<file path="src/rtl/sweep_scheduler.sv">
// Frequency-sweep sequencer: steps the DDS table address, launches averaged
// measurements at every point and hands each averaged result downstream.
module sweep_scheduler #(
    parameter int ADDR_WIDTH = 8,
    parameter int LAST_ADDR  = 199,
    parameter int TIMEOUT    = 65536
) (
    input  logic                  clk125,
    input  logic                  reset,
    input  logic                  start,
    input  logic                  abort,
    input  logic [15:0]           settle_cycles,
    input  logic [1:0]            avg_log2,
    output logic [ADDR_WIDTH-1:0] address_mem,
    output logic                  meas_start,
    input  logic                  meas_done,
    input  logic signed [31:0]    meas_modulo,
    input  logic signed [31:0]    meas_phase,
    output logic                  res_valid,
    input  logic                  res_ready,
    output logic [ADDR_WIDTH-1:0] res_address,
    output logic signed [31:0]    res_modulo,
    output logic signed [31:0]    res_phase,
    output logic                  res_error,
    output logic                  busy,
    output logic                  fin,
    output logic [2:0]            state_dbg
);

    typedef enum logic [2:0] {
        IDLE   = 3'd0,
        SETTLE = 3'd1,
        TRIG   = 3'd2,
        WAIT   = 3'd3,
        OUT    = 3'd4,
        NEXT   = 3'd5,
        DONE   = 3'd6
    } state_t;

    localparam int                    TMO_W    = $clog2(TIMEOUT) + 1;
    localparam logic [TMO_W-1:0]      TMO_LAST = TMO_W'(TIMEOUT - 1);
    localparam logic [ADDR_WIDTH-1:0] ADDR_END = ADDR_WIDTH'(LAST_ADDR);

    state_t                state;
    state_t                state_next;
    logic [15:0]           settle_q;
    logic [15:0]           settle_cnt;
    logic [1:0]            avg_q;
    logic [3:0]            avg_cnt;
    logic [TMO_W-1:0]      tmo_cnt;
    logic signed [34:0]    acc_mod;
    logic signed [34:0]    acc_ph;
    logic signed [34:0]    sum_mod;
    logic signed [34:0]    sum_ph;
    logic                  settle_last;
    logic                  avg_last;
    logic                  tmo_last;
    logic                  at_last;
    logic                  fin_q;

    // settle_q == 0 still yields one SETTLE cycle: the compare is true at count 0.
    always_comb begin
        sum_mod     = acc_mod + {{3{meas_modulo[31]}}, meas_modulo};
        sum_ph      = acc_ph + {{3{meas_phase[31]}}, meas_phase};
        settle_last = (settle_cnt + 16'd1) >= settle_q;
        avg_last    = (avg_cnt + 4'd1) == (4'd1 << avg_q);
        tmo_last    = tmo_cnt == TMO_LAST;
        at_last     = address_mem == ADDR_END;
    end

    always_ff @(posedge clk125) begin
        if (reset) begin
            state <= IDLE;
        end else begin
            state <= state_next;
        end
    end

    // Abort wins over every other event outside IDLE.
    always_comb begin
        state_next = state;
        if (abort && state != IDLE) begin
            state_next = IDLE;
        end else begin
            case (state)
                IDLE:    if (start) state_next = SETTLE;
                SETTLE:  if (settle_last) state_next = TRIG;
                TRIG:    state_next = WAIT;
                WAIT: begin
                    if (meas_done) begin
                        state_next = avg_last ? OUT : TRIG;
                    end else if (tmo_last) begin
                        state_next = OUT;
                    end
                end
                OUT:     if (res_ready) state_next = NEXT;
                NEXT:    state_next = at_last ? DONE : SETTLE;
                DONE:    if (!start) state_next = IDLE;
                default: state_next = IDLE;
            endcase
        end
    end

    // Result handshake: res_valid stays high with the payload frozen until an
    // edge where res_valid && res_ready, which is the single transfer.
    always_comb begin
        meas_start = state == TRIG;
        res_valid  = state == OUT;
        busy       = (state == SETTLE) || (state == TRIG) || (state == WAIT) ||
                     (state == OUT) || (state == NEXT);
        fin        = fin_q;
        state_dbg  = state;
    end

    always_ff @(posedge clk125) begin
        if (reset) begin
            settle_q    <= '0;
            settle_cnt  <= '0;
            avg_q       <= '0;
            avg_cnt     <= '0;
            tmo_cnt     <= '0;
            acc_mod     <= '0;
            acc_ph      <= '0;
            address_mem <= '0;
            res_address <= '0;
            res_modulo  <= '0;
            res_phase   <= '0;
            res_error   <= 1'b0;
            fin_q       <= 1'b0;
        end else begin
            fin_q <= 1'b0;
            if (abort && state != IDLE) begin
                address_mem <= '0;
                acc_mod     <= '0;
                acc_ph      <= '0;
                avg_cnt     <= '0;
            end else begin
                case (state)
                    IDLE: begin
                        if (start) begin
                            settle_q    <= settle_cycles;
                            avg_q       <= avg_log2;
                            settle_cnt  <= '0;
                            avg_cnt     <= '0;
                            acc_mod     <= '0;
                            acc_ph      <= '0;
                            address_mem <= '0;
                        end
                    end
                    SETTLE: settle_cnt <= settle_cnt + 16'd1;
                    TRIG:   tmo_cnt <= '0;
                    WAIT: begin
                        if (meas_done) begin
                            acc_mod <= sum_mod;
                            acc_ph  <= sum_ph;
                            avg_cnt <= avg_cnt + 4'd1;
                            if (avg_last) begin
                                res_modulo  <= 32'(sum_mod >>> avg_q);
                                res_phase   <= 32'(sum_ph >>> avg_q);
                                res_error   <= 1'b0;
                                res_address <= address_mem;
                            end
                        end else if (tmo_last) begin
                            res_modulo  <= '0;
                            res_phase   <= '0;
                            res_error   <= 1'b1;
                            res_address <= address_mem;
                        end else begin
                            tmo_cnt <= tmo_cnt + TMO_W'(1);
                        end
                    end
                    NEXT: begin
                        settle_cnt <= '0;
                        avg_cnt    <= '0;
                        acc_mod    <= '0;
                        acc_ph     <= '0;
                        if (at_last) begin
                            address_mem <= '0;
                            fin_q       <= 1'b1;
                        end else begin
                            address_mem <= address_mem + ADDR_WIDTH'(1);
                        end
                    end
                    default: ;
                endcase
            end
        end
    end

endmodule
</file>
<file path="config.mk">
export PLATFORM = sky130hd
export DESIGN_NAME = sweep_scheduler
export DESIGN_NICKNAME = d
export VERILOG_FILES = /design/src/rtl/sweep_scheduler.sv
export SDC_FILE = /design/constraint.sdc
export NUM_CORES = 1
export LEC_CHECK = 0
export CAP_MARGIN = 20
export CORE_MARGIN = 8
export CORE_UTILIZATION = 30
export CTS_CLUSTER_DIAMETER = 50
export DETAILED_ROUTE_END_ITERATION = 16
export PLACE_DENSITY = 0.46
export SYNTH_ARGS = -nofsm -noshare
export SYNTH_HDL_FRONTEND = slang
export SYNTH_SLANG_ARGS = --single-unit
</file>
<file path="constraint.sdc">
create_clock -name clk125 -period 4.1 [get_ports clk125]
set_clock_uncertainty 0.2 [all_clocks]
set_input_delay 0.615 -clock clk125 [delete_from_list [all_inputs] [get_ports clk125]]
set_output_delay 0.615 -clock clk125 [all_outputs]
set_load 0.005 [all_outputs]
</file>
==> reports/metrics.cfg, run 1 <==
[cts]
cts_tree = done
hold_buffers = 0
clk_pin_slew_ns = 0.05
htreeDepth = 2
post-cts-setup-buffer-count = 0
cts_buffers = 39
clk_path_buf_depth = 3
cts_resized = 0
clkLatencyLatePin_ns = 0.54
cts-root-buf = clkbuf_16
clock_sinks = 210

[logic_synthesis]
synth_edf_count = 0
synthCells = 1855
synth.ff_latch_count = 210
async_flop_share = 0
yosysWarnings = 0
synth_nets = 2034
yosysTopAreaCell = dfxtp_1
yosysSeqAreaShare = 0.297
ys_types = 80
syn_area_um2 = 14100
ys_top_cells_by_area = dfxtp_1 (30%), a21oi_1 (8.0%), ha_1 (7.9%)
synth_commonest_cells = nand2_1 (274), a21oi_1 (227), dfxtp_1 (210), nor2_1 (162), nand3_1 (110)
synth_top_area_share = 0.297
syn_avg_cell_area_um2 = 7.63
synth_top_flop_cell = dfxtp_1
synth_most_common_cell = nand2_1

[placed_design]
dp_cells = 2638
dp_hpwl_mm = 38.7
io_buffers = 175
dpl-instance-area_um2 = 17100
gp_congestion = 0.886

[sta]
rsz0062_at_grt = no
hold_viol = 0
slew_headroom = 0.357
max_slew.worst_pin.slew_ns = 0.965
fmax_mhz = 262
hold-worst-slack_ns = 0.252
maxSlewViolCount = 0
min_period_ns = 3.81
finalSetupViolCount = 0
fin_crit_sh = 0.930

[layout]
fill_cells = 4812
area_growth_syn_to_layout_pct = 30.2
antenna_cells = 0
final_layout_size_suffix_gt1_frac = 0.111
fin_nets = 2251
final_util = 0.396
final_area_um2 = 18400
final_cells = 2705
regArea_um2 = 4210
multi_input_area_um2 = 9350

[detailed_routing]
initialDrtViolationCount = 831
antenna_left = 0
top_layer_used = met5
wl_met1_mm = 24.2
first_pass_iters = 5
vias_per_cell = 5.28
wl_per_cell_um = 19.2
wl_met3_mm = 3.13
wl_mm = 51.9
drcViolationCount = 0
wl_met2_mm = 23.6
num_vias = 14287

[power]
total_power_w = 0.00729
peakVddDrop_mv = 0.265
leakage_nw = 7.59
power_density_nw_per_um2 = 396

[global_routing]
antenna_found_initial = 1
grt_pass1_vias = 13932
grt_usage = 0.186
grt_pass1_wl_mm = 80.6
grt_max_degree = 70
grt-ovfl-total = 0

[setup_path]
critPathArrivalTime_ns = 4.08
end_kind = flip-flop
crit_type = flip-flop to flip-flop
cp.required_ns = 4.37
critPathLaunchType = flip-flop
crit_fanout = 5

[floorplanning]
fp.dieW_um = 233
fp.dieH_um = 233
io_pins = 176
die_area_um2 = 54400
core_area_um2 = 46600
rows = 79
initial_core_util = 0.304

[status]
run_status = completed

[job]
max_cap_viol_count = 0

[worst_hold_path]
hp-class = flip-flop to flip-flop

[cell families (layout without fill, tap and decap cells)]
kind of cell	Yosys count	in the layout	synth area share
multiplexers	55	55	0.0480
AND/OR/NAND/NOR	713	713	0.233
XOR/XNOR	93	93	0.0576
buffers and inverters	161	404	0.0449
adder cells (fa/ha/maj)	91	91	0.0816
AO/OA/AOI/OAI	532	532	0.238
flip-flops	210	210	0.297
[placed cells by master, fill, tap and decap left out, types with 22 or more instances in the layout]
| master | count |
|---|---|
| ha_1 | 88 |
| nand3_1 | 109 |
| xor2_1 | 49 |
| dfxtp_1 | 208 |
| a21oi_1 | 226 |
| xnor2_1 | 44 |
| mux2i_1 | 42 |
| clkbuf_16 | 41 |
| a21o_1 | 38 |
| nand2_1 | 273 |
| inv_1 | 44 |
| nand4_1 | 25 |
| buf_4 | 114 |
| o21ai_0 | 83 |
| nor3_1 | 22 |
| a22o_1 | 24 |
| clkdlybuf4s50_1 | 174 |
| nor2_1 | 162 |
[per-stage QoR]
step	TNS, ns	worst slack (ns)
6_report	0	0.289
3_5_place_dp	-1.70	-0.222
5_1_grt	0	0.0123
3_3_place_gp	-1.23	-0.196
2_1_floorplan	0	0.450
4_1_cts	0	0.127
[sequential cells by signal (all words and copies together) (netlist names), 4 cells and up]
name	cells
res_address	8
address_mem	8
res_phase	32
avg_cnt	4
settle_cnt	16
settle_q	16
acc_ph	35
res_modulo	32
tmo_cnt	17
acc_mod	35
[worst paths after layout]
kind,endpoint,start,depth (start not counted),slack (ns)
setup / recovery,state_dbg[1]$_SDFFE_PP0P_,settle_cnt[2]$_SDFFE_PP0P_,17,0.29
hold / removal,settle_q[12]$_SDFFE_PP0P_,settle_q[12]$_SDFFE_PP0P_,2,0.25
hold reg to reg,settle_q[12]$_SDFFE_PP0P_,settle_q[12]$_SDFFE_PP0P_,2,0.25
setup reg to reg,state_dbg[1]$_SDFFE_PP0P_,settle_cnt[2]$_SDFFE_PP0P_,17,0.29
[metal layers]
layer  up-vias  GRT usage
met1      6731      0.248
met3        67     0.0422
li1       7140          -
met5         -          0
met2       347      0.301
met4         2     0.0444
[report_power, final]
part           switching (W)  internal, W  leakage, nW  total (W)
Combinational        0.00122     0.000702         5.27    0.00192
Sequential         0.0000556      0.00212         1.70    0.00217
Clock                0.00115      0.00205        0.628    0.00320
[critical path, stage by stage, from the launching register on]
cell and delay, ns:
dfxtp_1 0.40, and3_1 0.21, and3_1 0.20, and3_1 0.24
and3_1 0.20, and2_1 0.16, nand2_1 0.09, xnor2_1 0.15
ha_1 0.29, nand4_1 0.12, nor2_1 0.16, nand3_1 0.09
o21a_1 0.20, a211oi_2 0.22, buf_4 0.15, nor2_1 0.04
or4b_1 0.48, a21oi_1 0.15
[cell type report]
| type | instances | area share |
|---|---|---|
| Multi-Input combinational cell | 1484 | 0.508 |
| Sequential cell | 210 | 0.228 |
| Timing Repair Buffer | 291 | 0.144 |
| Clock buffer | 49 | 0.0606 |
| Tap cell | 607 | 0.0412 |
| Inverter | 46 | 0.00938 |
| Clock inverter | 18 | 0.00917 |
Power figures use the tool's default switching activity.
==> run 2: changes to the inputs <==
Clock period 4.1 ns to 4.4 ns, I/O delays scaled along.
==> reports/metrics.cfg, run 2 (synthesized netlist as in run 1, its figures left out) <==
[setup_path]
crit_chain = and3_1, and3_1, and3_1, and3_1, and2_1, nand2_1, xnor2_1, ha_1, nand4_1, nor2_1, nand3_1, o21a_1, a211oi_1, nor2_1, or4b_1, a21oi_1
crit_slowest_cell = or4b_1
end_kind = flip-flop
cpPeakStageDelay_ns = 0.48
critical_path.most_common_cell = and3_1
critPathArrivalTime_ns = 4.34
crit_fanout = 5
critPathLaunchType = flip-flop
cp.required_ns = 4.66
crit_type = flip-flop to flip-flop

[sta]
rsz0062_at_grt = no
slew_headroom = 0.326
fmax_mhz = 246
maxSlewViolCount = 0
hold_viol = 0
finalSetupViolCount = 0
tns_ns = 0
min_period_ns = 4.07
hold-worst-slack_ns = 0.243
fin_crit_sh = 0.926
max_slew.worst_pin.slew_ns = 1.01

[power]
p_comb_frac = 0.257
switching_power_w = 0.00229
switching_share = 0.337
power_density_nw_per_um2 = 377
peakVddDrop_mv = 0.243
p_int_w = 0.00449
leakage_nw = 7.30
clock_power_share = 0.444
seq_power_share = 0.299

[cts]
cts-root-buf = clkbuf_16
cts_tree = done
cts_buffers = 39
clock_sinks = 210
post-cts-setup-buffer-count = 0
clk_path_buf_depth = 3
hold_buffers = 0
htreeDepth = 2
clk_pin_slew_ns = 0.05
cts_resized = 0
clkLatencyLatePin_ns = 0.55

[layout]
final_layout_size_suffix_gt1_frac = 0.0837
reg_top3 = acc_mod: 35 flops, acc_ph: 35 flops
multi_input_area_um2 = 9340
layout_commonest_cell = nand2_1
regArea_um2 = 4210
mostFrequentLayoutCells = nand2_1 (273), a21oi_1 (226), dfxtp_1 (209)
final_area_um2 = 18000
fin_nets = 2194
area_growth_syn_to_layout_pct = 27.1
antenna_cells = 0
fill_cells = 4880

[global_routing]
grt_pass1_wl_mm = 80.6
antenna_found_initial = 0
grt_pass1_vias = 14022
grt-ovfl-total = 0
grt_usage = 0.187
grt_max_degree = 70

[detailed_routing]
antenna_left = 0
wl_per_cell_um = 19.7
initialDrtViolationCount = 956
drcViolationCount = 0
wl_mm = 52.1
num_vias = 14247
first_pass_iters = 7
vias_per_cell = 5.38

[floorplanning]
fp.dieW_um = 233
die_area_um2 = 54400
io_pins = 176
fp.dieH_um = 233
initial_core_util = 0.304
rows = 79
core_area_um2 = 46600

[placed_design]
gp_congestion = 0.896
io_buffers = 175
dpl-instance-area_um2 = 16700
dp_hpwl_mm = 38.5

[worst_hold_path]
hp-class = input pin to flip-flop

[status]
run_status = completed

[job]
max_cap_viol_count = 0

-- run 2: cell count changes in the layout (fill, tap and decap cells not counted), sizes merged --
cell      before  now
clkinvlp       4    6
clkinv        10    9
clkbuf        49   48
bufinv         2    3
buf          117   60
-- run 2: per-layer routing --
layer / up-vias / global-route usage / routed length (um)
li1: 7030 / - / -
met1: 6771 / 0.247 / 24100
met2: 373 / 0.305 / 23900
met3: 73 / 0.0363 / 2990
met4: 0 / 0.0545 / 1170
met5: - / 0 / 0
-- run 2: worst max-delay path: cells and delay by family, from the launching register on --
kind                     cells  cell delay [ns]
AND/OR/NAND/NOR             11             2.30
AO/OA/AOI/OAI                3             0.64
adder cells (fa/ha/maj)      1             0.29
flip-flops                   1             0.39
XOR/XNOR                     1             0.15
-- run 2: stage by stage --
step | std cells | power [W] | utilization | setup slack [ns]
after floorplan | 1855 | 0.00314 | - | 0.705
final | 2649 | 0.00677 | 0.386 | 0.328
after global routing | 2649 | 0.00712 | 0.386 | 0.0645
after detailed placement | 2581 | 0.00381 | 0.358 | 0.0359
after global placement | 2581 | 0.00380 | 0.358 | 0.0575
after CTS | 2649 | 0.00686 | 0.386 | 0.310
-- run 2: power by group through the flow --
stage | Sequential, W | Combinational, W | Clock (W)
global placement | 0.00206 | 0.00174 | 0
floorplan | 0.00205 | 0.00110 | 0
finish | 0.00203 | 0.00174 | 0.00301
CTS | 0.00203 | 0.00175 | 0.00308
detailed placement | 0.00206 | 0.00174 | 0
global route | 0.00203 | 0.00191 | 0.00318
-- run 2: worst paths after layout --
kind	slack (ns)	from	cells after the start	end
min reg2reg	0.25	res_phase[3]$_SDFFE_PP0P_	2	res_phase[3]$_SDFFE_PP0P_
min	0.24	reset	2	tmo_cnt[16]$_SDFFE_PP0P_
max	0.33	settle_cnt[0]$_SDFFE_PP0P_	16	state_dbg[1]$_SDFFE_PP0P_
max reg2reg	0.33	settle_cnt[0]$_SDFFE_PP0P_	16	state_dbg[1]$_SDFFE_PP0P_
-- run 2: final cells by class --
type | instances | area share
inverter | 46 | 0.00961
clock buffer | 48 | 0.0596
clock inverter | 20 | 0.0120
multi-input combinational | 1484 | 0.520
sequential | 210 | 0.234
timing repair buffer | 234 | 0.123
tap | 607 | 0.0423
